===== config.mk =====
export PLATFORM = sky130hd
export DESIGN_NAME = hgc_crt_timing
export DESIGN_NICKNAME = d
export VERILOG_FILES = /design/src/rtl/hgc_crt_timing.sv
export SDC_FILE = /design/constraint.sdc
export NUM_CORES = 1
export LEC_CHECK = 0
export CAP_MARGIN = 40
export CORE_MARGIN = 4
export CORE_UTILIZATION = 45
export CTS_BUF_LIST = sky130_fd_sc_hd__clkbuf_8 sky130_fd_sc_hd__clkbuf_16
export DETAILED_ROUTE_END_ITERATION = 6
export GPL_TIMING_DRIVEN = 0
export PLACE_DENSITY = 0.68
export SLEW_MARGIN = 20
export SYNTH_ARGS = -nofsm -noshare
export SYNTH_HDL_FRONTEND = slang
export SYNTH_SLANG_ARGS = --single-unit

===== constraint.sdc =====
create_clock -name clk -period 3.3 [get_ports clk]
set_clock_uncertainty 0.2 [all_clocks]
set_input_delay 0.825 -clock clk [delete_from_list [all_inputs] [get_ports clk]]
set_output_delay 0.825 -clock clk [all_outputs]
set_load 0.03 [all_outputs]

===== src/rtl/hgc_crt_timing.sv =====
// hgc_crt_timing: CRT raster timing generator (counters, syncs, active flag, line/frame pulses).
// Optional blink generator is compiled in when HGC_BLINK_EN is defined.
module hgc_crt_timing #(
    parameter int          HW           = 11,
    parameter int          VW           = 10,
    parameter int          H_ACTIVE     = 720,
    parameter int          H_TOTAL      = 910,
    parameter int          H_SYNC_START = 750,
    parameter int          H_SYNC_WIDTH = 120,
    parameter int          V_ACTIVE     = 350,
    parameter int          V_TOTAL      = 446,
    parameter int          V_SYNC_START = 380,
    parameter int          V_SYNC_WIDTH = 2,
    parameter logic        HSYNC_POL    = 1'b1,
    parameter logic        VSYNC_POL    = 1'b0,
    parameter logic [23:0] BLINK_MAX    = 24'd9100000
) (
    input  logic          clk,
    input  logic          reset_l,
    input  logic          pll_lock,
    input  logic          enable,
    output logic [HW-1:0] hcount,
    output logic [VW-1:0] vcount,
    output logic          hsync,
    output logic          vsync,
    output logic          display_en,
    output logic          frame_start,
    output logic          line_start,
    output logic          blink
);
    if (H_TOTAL > (1 << HW) || V_TOTAL > (1 << VW)) begin : g_bad_param
        $error("hgc_crt_timing: H_TOTAL/V_TOTAL do not fit the counter widths");
    end

    logic          run;
    logic          h_wrap;
    logic          v_wrap;
    logic [HW-1:0] h_next;
    logic [VW-1:0] v_next;
    logic          hs_next;
    logic          vs_next;
    logic          de_next;

    // Decode from the next counts so registered outputs line up with the counters.
    // Compares are 32-bit so sync windows ending at the last count never truncate.
    always_comb begin
        run     = pll_lock & enable;
        h_wrap  = 32'(hcount) == H_TOTAL - 1;
        v_wrap  = 32'(vcount) == V_TOTAL - 1;
        h_next  = h_wrap ? '0 : hcount + 1'b1;
        v_next  = h_wrap ? (v_wrap ? '0 : vcount + 1'b1) : vcount;
        hs_next = (32'(h_next) >= H_SYNC_START && 32'(h_next) < H_SYNC_START + H_SYNC_WIDTH)
                  ? HSYNC_POL : ~HSYNC_POL;
        vs_next = (32'(v_next) >= V_SYNC_START && 32'(v_next) < V_SYNC_START + V_SYNC_WIDTH)
                  ? VSYNC_POL : ~VSYNC_POL;
        de_next = 32'(h_next) < H_ACTIVE && 32'(v_next) < V_ACTIVE;
    end

    always_ff @(posedge clk) begin
        if (!reset_l) begin
            hcount      <= '0;
            vcount      <= '0;
            hsync       <= ~HSYNC_POL;
            vsync       <= ~VSYNC_POL;
            display_en  <= 1'b0;
            line_start  <= 1'b0;
            frame_start <= 1'b0;
        end else if (run) begin
            hcount      <= h_next;
            vcount      <= v_next;
            hsync       <= hs_next;
            vsync       <= vs_next;
            display_en  <= de_next;
            line_start  <= h_wrap;
            frame_start <= h_wrap & v_wrap;
        end else begin
            line_start  <= 1'b0;
            frame_start <= 1'b0;
        end
    end

`ifdef HGC_BLINK_EN
    logic [23:0] blink_cnt;

    always_ff @(posedge clk) begin
        if (!reset_l) begin
            blink_cnt <= '0;
            blink     <= 1'b0;
        end else if (run) begin
            if (blink_cnt == BLINK_MAX - 24'd1) begin
                blink_cnt <= '0;
                blink     <= ~blink;
            end else begin
                blink_cnt <= blink_cnt + 24'd1;
            end
        end
    end
`else
    assign blink = 1'b0;
`endif
endmodule


Yosys cells after proc, flatten, opt, wreduce, memory -nomap -nowiden:

Cells that the tools add are included.

* logic and storage cells: 28
* register bits: 26
* bits of input ports: 4
* output and inout bits: 27

* reduce and logical (&&, ||, !) cells: 4
* add/subtract/negate cells: 2
* $lt $le $gt $ge: 6
* mux-type cells: 5
* bitwise logic cells: 2
* eq/ne operators: 2

Operators by type and width (number)
* less-than comparator 11 x 10 -> 1 bit (second input constant): 2
* less-than comparator 10 x 9 -> 1 bit (second input constant): 2
* 2-to-1 mux 10 bit: 2
* adder 11 x 1 -> 11 bit (second input constant): 1
* equality test 11 x 10 -> 1 bit (second input constant): 1
* >= comparator 11 x 10 -> 1 bit (second input constant): 1
* 2-to-1 mux 11 bit: 1
* adder 10 x 1 -> 10 bit (second input constant): 1
* equality test 10 x 9 -> 1 bit (second input constant): 1
* >= comparator 10 x 9 -> 1 bit (second input constant): 1
* logical AND 1 bit: 3
* AND 1 bit: 2
* 2-to-1 mux 1 bit: 2
* AND reduction 2 bit: 1

Longest topological paths before layout:

* depth after elaboration: 6
* depth in mapped cells: 10
* depth with buffers taken out: 8

Least setup slack after synthesis:

OpenSTA, ideal clock, no wires.

* path kind: register -> register
* from: reg hcount[0]
* to: reg vsync
* library setup time: 0.130 ns
* clock period less this slack: 2.827 ns
* stages on the path, launching flop included: 10
* arrival: 2.496 ns
* required time: 2.970 ns
* path slack: 0.473 ns
* buffers on the path: 2
* path through: dfxtp_1 ha_1 or4b_4 buf_6 or3_1 buf_2 nor4_2 a21oi_2 nor3b_1 a32oi_1

* word-level cells in the longest chain between the ends: 5
* elaborated cells between the ends (all ways): 6
* those cells by class: 2 x order compare; 1 x eq/ne; 2 x mux; 1 x reduce/logical

RTL lines
* from (decl): RTL line 22 `output logic [HW-1:0] hcount,`
* from (signal assigned): RTL line 69 `hcount <= h_next;`
* equality test 11 x 10 -> 1 bit (*): RTL line 48 `h_wrap = 32'(hcount) == H_TOTAL - 1;`
* 2-to-1 mux 10 bit (*): RTL line 51 `v_next = h_wrap ? (v_wrap ? '0 : vcount + 1'b1) : vcount;`
* >= comparator 10 x 9 -> 1 bit / less-than comparator 10 x 9 -> 1 bit (equally long branches): RTL line 54 `vs_next = (32'(v_next) >= V_SYNC_START && 32'(v_next) < V_SYNC_START + V_SYNC_WIDTH)`
* logical AND 1 bit (*): RTL line 54
* 2-to-1 mux 1 bit (*): RTL line 55 `? VSYNC_POL : ~VSYNC_POL;`
* to (signal assigned): RTL line 64 `vsync <= ~VSYNC_POL;`
* to (signal assigned): RTL line 72 `vsync <= vs_next;`
* to (decl): RTL line 25 `output logic vsync,`

Every way passes the cells marked *; elsewhere a longest branch is shown, timed or not.
A chain may end at the register's enable or synchronous reset.

Worst setup path after layout:

Ends and elaborated chain as after synthesis.

==> flow_summary.yaml <==
synthesis:
  yosysTopAreaCellShare: 0.262
  ys_warn_count: 0
  ys_top_cells_by_area: "dfxtp_1, nor3_1, nand2_1, o21ai_0, and2_1"
  synth_largest_area_cell: "dfxtp_1"
  ys.flop_type: "dfxtp_1"
  ys_types: 67
  avgSynthCellArea_sq_um: 7.66
  syn_nets: 267
  ys_ff_latch: 26
  yosysSeqAreaShare: 0.262
  synth_edf_count: 0
  synthCells: 259
  async_flop_share: 0
  synth_area_sq_um: 1980
cells_and_area:
  utilization: 0.577
  syn2layout_area_growth_pct: 20.6
  design_area_sq_um: 2390
  nets: 301
  fin_cells: 342
  num_antenna_cells: 0
  n_fill_cell: 411
  layout-drive-gt1-share: 0.0651
detailed_routing:
  vias: 2048
  ant_nets: 0
  dr_wl_met2_microns: 2330
  drt_iter0_drc: 193
  wl_per_cell_microns: 16.3
  routed_via_density: 5.99
  dr_wl_met3_microns: 401
  wl_met1_microns: 2810
  wirelength_microns: 5570
  drc_errors: 0
  dr.pass1.iters: 4
  top_layer: "met4"
clock_network:
  post_cts_resized: 0
  clkSinkCount: 26
  clk_latency_ns: 0.28
  cts_tree: "built"
  clk_pin_slew_ns: 0.10
  clockBufferDepth: 2
  h-tree-depth: 1
  numCtsBuffers: 3
  ctsHoldBuffers: 0
  postCtsSetupBuffers: 0
  cts_root_buffer: "clkbuf_8"
worst_setup_path:
  r2r-end: "vsync"
  reg2reg_slack_ns: 0.33
  r2r-start: "hcount[0]"
  worst_setup_path_end_kind: "register"
  start_kind: "register"
  r2r_cells: 9
  critPathKind: "reg -> reg"
  cp.required_ns: 3.25
  critPathArrivalTime_ns: 2.92
  critPathMaxFanout: 8
min_path:
  hold_depth: 2
  min_from: "vsync"
  hold-path-endpoint: "vsync"
  hp-class: "reg -> reg"
floorplanning:
  fp.dieArea_sq_um: 5540
  die_x_microns: 74.4
  ioPinCount: 31
  rows: 23
  die_h_microns: 74.4
  core_sq_um: 4140
  start_util: 0.479
global_routing:
  grtUsageTotal: 0.217
  grt_max_degree: 15
  grt_pass1_wl_microns: 9430
  antenna_found_initial: 0
  overflow: 0
  grt_pass1_vias: 1867
place:
  dp_hpwl_microns: 4060
  dpl_cell_area_sq_um: 2340
  dp.cells: 338
  gp_congestion: 0.954
  io_buffers: 29
power_and_ir_drop:
  ir_drop_v: 0.000162
  power_frac_clock: 0.352
  seq_power_share: 0.535
  p_int_mw: 0.454
  swShare: 0.259
  p_leak_nw: 0.815
  p_comb_frac: 0.113
  powerDensity_nw_per_um2: 256
  p_sw_mw: 0.159
timing:
  fin_crit_sh: 0.900
  max_slew_margin: 0.538
  drv_slew: 0
  rsz0062_at_grt: "false"
  max_freq_mhz: 337
  setup-tns-final_ns: 0
  final_hold_viol_count: 0
  finalSetupViolations: 0
  min_period_ns: 2.97
  tightest_slew_ns: 0.687
run_status:
  outcome: "finished, final reports clean"
flow_run:
  maxCapViolCount: 0
==> layout by cell type (no fill, tap or decap), types with 5 or more instances in the layout <==
master / synthesis / routed
a21oi_1: 8 / 8
nand3_1: 10 / 10
clkdlybuf4s50_1: 0 / 29
nor4_1: 5 / 5
a31oi_1: 5 / 5
nand2_1: 21 / 21
and3_1: 7 / 7
and2_1: 10 / 10
nor2_1: 15 / 15
clkbuf_1: 13 / 13
inv_1: 7 / 7
o21ai_0: 14 / 14
xnor2_1: 7 / 7
nor3_1: 19 / 19
nor2b_1: 10 / 10
nand4_1: 6 / 6
dfxtp_1: 26 / 26
==> per-layer routing <==
| metal | global-route usage | vias to the layer above |
|---|---|---|
| li1 | - | 1024 |
| met4 | 0.0514 | 0 |
| met5 | 0 | - |
| met1 | 0.330 | 947 |
| met3 | 0.0378 | 2 |
| met2 | 0.314 | 75 |
==> synth_stat cells, drive strengths merged, types with 3 or more instances <==
cell,number
a21boi,3
a21oi,9
a22oi,3
a31oi,5
and2,12
and3,7
buf,6
clkbuf,13
dfxtp,26
ha,4
inv,7
nand2,21
nand3,10
nand4,6
nor2,15
nor2b,10
nor3,20
nor3b,4
nor4,8
o21ai,16
o31ai,4
xnor2,7
xor2,3
==> critical path: stages (launching register included) <==
cell     delay [ns]
dfxtp_1        0.52
ha_1           0.22
or4b_4         0.47
buf_6          0.15
or3_1          0.33
buf_2          0.17
nor4_2         0.29
a21oi_2        0.08
nor3b_1        0.26
a32oi_1        0.15
==> stage by stage <==
step           hold slack (ns)  power [mW]  setup WS [ns]
2_1_floorplan            0.368       0.377          0.473
3_3_place_gp             0.254       0.403          0.358
3_5_place_dp             0.267       0.404          0.356
4_1_cts                  0.291       0.623          0.383
5_1_grt                  0.330       0.642          0.232
6_report                 0.294       0.613          0.329
==> worst max-delay path by stage <==
stage | startpoint | end | slack, ns | depth (start not counted)
6_report | hcount[0] | vsync | 0.33 | 9
4_1_cts | hcount[0] | vsync | 0.38 | 9
3_5_place_dp | pll_lock | hcount[2] | 0.36 | 8
3_3_place_gp | pll_lock | hcount[2] | 0.36 | 8
2_1_floorplan | hcount[0] | vsync | 0.47 | 9
5_1_grt | hcount[0] | vsync | 0.23 | 9
==> cell families (layout without fill, tap and decap cells) <==
| kind of cell | count (synthesis) | count (layout) | synth area share |
|---|---|---|---|
| and+or+nand+nor | 128 | 128 | 0.381 |
| AOI/OAI and AO/OA | 62 | 62 | 0.216 |
| DFF | 26 | 26 | 0.262 |
| buffers and inverters | 26 | 59 | 0.0599 |
| xor gates and xnor gates | 10 | 10 | 0.0441 |
| adders and majority gates | 4 | 4 | 0.0252 |
| muxes | 2 | 2 | 0.0101 |
| other | 1 | 1 | 0.00189 |
==> power by group through the flow <==
stage | combinational [mW] | clock (mW) | sequential [mW]
finish | 0.0695 | 0.216 | 0.328
global route | 0.0756 | 0.237 | 0.329
CTS | 0.0694 | 0.226 | 0.327
detailed placement | 0.0690 | 0 | 0.335
global placement | 0.0688 | 0 | 0.335
floorplan | 0.0344 | 0 | 0.343
==> state kept, by name (all words and copies together) (netlist names) <==
signal	count
hsync	1
vcount	10
line_start	1
hcount	11
vsync	1
display_en	1
frame_start	1
==> layout make-up <==
class | count | area [sq um] | area share
clock buffer | 4 | 55.1 | 0.0230
inverter | 7 | 26.3 | 0.0110
multi-input combinational | 207 | 1350 | 0.562
sequential | 26 | 520 | 0.218
timing repair buffer | 29 | 290 | 0.121
tap | 50 | 62.6 | 0.0262
buffer | 19 | 92.6 | 0.0387
No activity file was read; power rests on OpenSTA's default activity.
